$ cat src/rtl/stack_ctrl8.sv
// stack_ctrl8: 8-deep LIFO controller driving an 8x8 RAM with push/pop/swap and an 8-cycle clear
module stack_ctrl8 #(
  parameter int WORDSIZE = 8,
  parameter int ADDR_W   = 3
) (
  input  logic                clk,
  input  logic                rst_n,
  input  logic                push,
  input  logic                pop,
  input  logic                clear,
  input  logic [WORDSIZE-1:0] push_data,
  output logic [WORDSIZE-1:0] pop_data,
  output logic                pop_valid,
  output logic [ADDR_W:0]     depth,
  output logic                full,
  output logic                empty,
  output logic                busy,
  output logic                overflow,
  output logic                underflow,
  output logic [ADDR_W-1:0]   ram_addr,
  output logic [WORDSIZE-1:0] ram_data_in,
  output logic                ram_write_en,
  input  logic [WORDSIZE-1:0] ram_data_out
);
  typedef enum logic {IDLE, CLEAR} state_t;
  localparam logic [ADDR_W:0] DEPTH = {1'b1, {ADDR_W{1'b0}}};
  state_t            state;
  logic [ADDR_W:0]   sp, spm;
  logic [ADDR_W-1:0] clr_cnt;
  logic              act, swap, wr, rd;
  always_comb begin
    act          = state == IDLE && !clear;
    busy         = state == CLEAR;
    full         = sp == DEPTH;
    empty        = sp == '0;
    depth        = sp;
    spm          = sp - 1'b1;
    swap         = act && push && pop && !empty;
    wr           = act && push && (!pop || empty) && !full;
    rd           = act && pop && !push && !empty;
    ram_write_en = busy || wr || swap;
    ram_addr     = busy ? clr_cnt : (swap || rd) ? spm[ADDR_W-1:0] : sp[ADDR_W-1:0];
    ram_data_in  = busy ? '0 : push_data;
  end
  always_ff @(posedge clk) begin
    if (!rst_n) begin
      state     <= IDLE;
      sp        <= '0;
      clr_cnt   <= '0;
      pop_data  <= '0;
      pop_valid <= 1'b0;
      overflow  <= 1'b0;
      underflow <= 1'b0;
    end else begin
      pop_valid <= rd || swap;
      if (rd || swap) pop_data <= ram_data_out;
      if (busy) begin
        clr_cnt <= clr_cnt + 1'b1;
        if (&clr_cnt) begin
          sp    <= '0;
          state <= IDLE;
        end
      end else if (clear) begin
        state     <= CLEAR;
        clr_cnt   <= '0;
        overflow  <= 1'b0;
        underflow <= 1'b0;
      end else begin
        if (wr) sp <= sp + 1'b1;
        else if (rd) sp <= spm;
        if (push && !pop && full) overflow <= 1'b1;
        if (pop && empty) underflow <= 1'b1;
      end
    end
  end
endmodule

$ cat config.mk
export PLATFORM = sky130hd
export DESIGN_NAME = stack_ctrl8
export DESIGN_NICKNAME = d
export VERILOG_FILES = /design/src/rtl/stack_ctrl8.sv
export SDC_FILE = /design/constraint.sdc
export NUM_CORES = 1
export LEC_CHECK = 0
export ABC_CLOCK_PERIOD_IN_PS = 3000
export CAP_MARGIN = 20
export CORE_ASPECT_RATIO = 2
export CORE_UTILIZATION = 29
export CTS_CLUSTER_SIZE = 10
export DETAILED_ROUTE_END_ITERATION = 8
export GPL_TIMING_DRIVEN = 0
export SYNTH_ARGS = -nofsm -noshare
export SYNTH_HDL_FRONTEND = slang
export SYNTH_SLANG_ARGS = --single-unit
export TNS_END_PERCENT = 50
$ cat constraint.sdc
create_clock -name clk -period 3 [get_ports clk]
set_input_delay 0.6 -clock clk [delete_from_list [all_inputs] [get_ports clk]]
set_output_delay 0.6 -clock clk [all_outputs]
set_load 0.02 [all_outputs]
==> results.py <==
metrics = {
    "run_status": {
        "run_status": "finished clean",
    },
    "yosys": {
        "netlist_instances": 135,
        "syn_nets": 160,
        "ys.flop_type": "dfxtp_1",
        "yosysUniqueCellTypes": 35,
        "synth_top_area_frac": 0.345,
        "yosysSeqAreaShare": 0.345,
        "synthArstFlopShare": 0,
        "synth_warnings": 0,
        "synth_edf_count": 0,
        "yosysTopAreaCell": "dfxtp_1",
        "synth.most_common_cell": "nand2_1",
        "synth_common_cells": "26 x nand2_1, 19 x dfxtp_1, 10 x nor2b_1",
        "syn-mean-instance-area_sq_um": 8.17,
        "syn-cell-area_sq_um": 1100,
        "ys_ff_latch": 19,
        "synth_area_leaders": "dfxtp_1 34%, nand2_1 8.8%, nor2b_1 5.7%",
    },
    "layout": {
        "fillers": 392,
        "utilization": 0.471,
        "diodes": 0,
        "regArea_sq_um": 382,
        "synthToLayoutAreaGrowth_pct": 55.6,
        "drive_above_1_share": 0.101,
        "nets": 215,
        "layout.cells.non_filler": 238,
        "multi_input_area_sq_um": 679,
        "final_area_sq_um": 1720,
    },
    "timing": {
        "fin_crit_ps": 2850,
        "whs_ps": 465,
        "rsz0062_at_grt": "false",
        "slew-limit-headroom": 0.559,
        "finClkSkew_ps": 1.66,
        "slew_violations": 0,
        "setup_viol": 0,
        "timing.final.crit_share": 0.948,
        "tightestPinTransition_ps": 662,
        "timing.fmax_mhz": 351,
        "hold_viol_final": 0,
    },
    "detailed_routing": {
        "post_drt_wl_per_cell_microns": 12.7,
        "routed_wl_microns": 3020,
        "drt_iter0_drc": 10,
        "via_per_inst": 4.76,
        "drc": 0,
        "ant_nets": 0,
        "vias": 1134,
        "drt_pass1_iterations": 4,
    },
    "clock_network": {
        "tritoncts": "done",
        "cts_hold_buffers": 0,
        "clock_latency_ps": 250,
        "cts_sinks": 19,
        "clock_path_buffers": 2,
        "cts.clk_slew.worst_paths_ps": 70,
        "htreeDepth": 1,
        "cts_buffers": 3,
        "clock-root-buffer": "clkbuf_8",
    },
    "min_path": {
        "min_to": "pop_data[6]",
        "holdCritStartpoint": "pop_data[6]",
        "hold_depth": 2,
        "hp-class": "register to register",
    },
    "worst_setup_path": {
        "crit_required_ps": 2400,
        "r2r_slack_ps": 680,
        "cp_max_fo": 7,
        "r2r-end": "depth[3]",
        "timing.rr.start": "depth[0]",
        "ff2ff_path_depth": 7,
        "startpoint_type": "register",
        "crit_type": "register to primary output",
        "arrival_ps": 2250,
        "endpoint_kind": "primary output",
    },
    "floorplan": {
        "ios": 51,
        "start_util": 0.303,
        "die_x_microns": 45.6,
        "core_sq_um": 3650,
        "num_rows": 31,
        "die_area_sq_um": 4070,
        "die_h_microns": 89.2,
    },
    "power_and_ir_drop": {
        "power.density_nw_per_um2": 447,
        "power_uw": 767,
        "irDropWorstVdd_mv": 0.429,
        "p_leak_uw": 0.000667,
    },
    "placed_design": {
        "gp_congestion": 0.746,
        "dp.cells": 233,
        "post_dp_cell_area_sq_um": 1660,
        "hpwl_microns": 2410,
        "io_buffers": 49,
    },
    "grt": {
        "grt_max_degree": 11,
        "antenna_found_initial": 0,
        "grt.total_usage": 0.156,
        "grt_pass1_vias": 1096,
        "overflow": 0,
        "grt_pass1_wl_microns": 4670,
    },
    "job": {
        "maxCapViolations": 0,
    },
}
## state kept, by name, summed over array words and instances, names as in the netlist
signal,cells
underflow,1
depth,4
overflow,1
pop_data,8
pop_valid,1
busy,1
clr_cnt,3
## stage by stage
step                      worst slack, ps  setup TNS (ps)
final                                 155               0
after global routing                 22.3               0
after CTS                            12.1               0
after detailed placement             -626           -1000
after global placement               -627            -978
after floorplan                      5.21               0
## cells in the final DEF (no fill, tap or decap), types with 2 or more instances in the layout
| master | netlist | final |
|---|---|---|
| clkdlybuf4s50_1 | 0 | 45 |
| nand2_1 | 26 | 26 |
| dfxtp_1 | 19 | 18 |
| nor2b_1 | 10 | 10 |
| inv_1 | 8 | 8 |
| a21boi_0 | 8 | 8 |
| clkbuf_1 | 5 | 6 |
| nor2_1 | 7 | 6 |
| o21ai_0 | 6 | 6 |
| and2_1 | 5 | 5 |
| a21oi_1 | 4 | 4 |
| and3_1 | 4 | 4 |
| xor2_1 | 3 | 3 |
| mux2i_1 | 3 | 3 |
| ha_1 | 4 | 3 |
| clkbuf_8 | 0 | 3 |
| a31oi_1 | 2 | 2 |
| clkbuf_2 | 0 | 2 |
## cells by family (layout without fill, tap and decap cells)
logic type / after synthesis / in the layout / share of synthesized area
flip-flops: 19 / 19 / 0.345
AND/OR/NAND/NOR: 64 / 64 / 0.303
XOR/XNOR: 4 / 4 / 0.0318
adder cells (fa/ha/maj): 4 / 4 / 0.0454
multiplexers: 4 / 4 / 0.0374
buffers and inverters: 14 / 68 / 0.0544
AO/OA/AOI/OAI: 26 / 26 / 0.184
## metal layers
layer  global-route usage  wire (microns)  up-vias
met4               0.0579              25        0
met5                    0               0        -
met2                0.295            1650       45
li1                     -               -      565
met1                0.155            1160      522
met3               0.0364             192        2
## layout make-up
type,count,area share
Multi-Input combinational cell,102,0.396
Timing Repair Buffer,50,0.285
Sequential cell,19,0.222
Tap cell,49,0.0357
Clock buffer,4,0.0262
Buffer,6,0.0175
Inverter,8,0.0175
## critical path, cell delays in order (launching register included)
cell and delay [ps]:
dfxtp_2 350, inv_1 110, ha_2 240, or3b_4 430, nand2_1 100, nor2_1 60
xnor2_1 130, mux2_2 260, dlygate4sd2_1 320
## power breakdown
part | switching [uW] | internal [uW]
sequential | 16.6 | 269
combinational | 158 | 147
clock | 81.1 | 94.3
## worst max path at each step
stage,endpoint,slack [ps],cells past startpoint,startpoint
global placement,ram_addr[2],-630,7,clear
detailed placement,ram_addr[2],-630,7,clear
floorplan,ram_addr[2],5,8,depth[0]
finish,ram_addr[0],150,8,depth[0]
global route,ram_addr[2],20,7,clear
CTS,ram_write_en,10,7,depth[0]
## what timing repair did
| action | 4_1_cts | 5_1_grt |
|---|---|---|
| setup endpoints to repair | 3 | 4 |
| pin swaps | 1 | 0 |
| setup buffers | 1 | 0 |
| gates resized for setup | 6 | 9 |
Note: power is estimated with default switching activity, not from simulation.
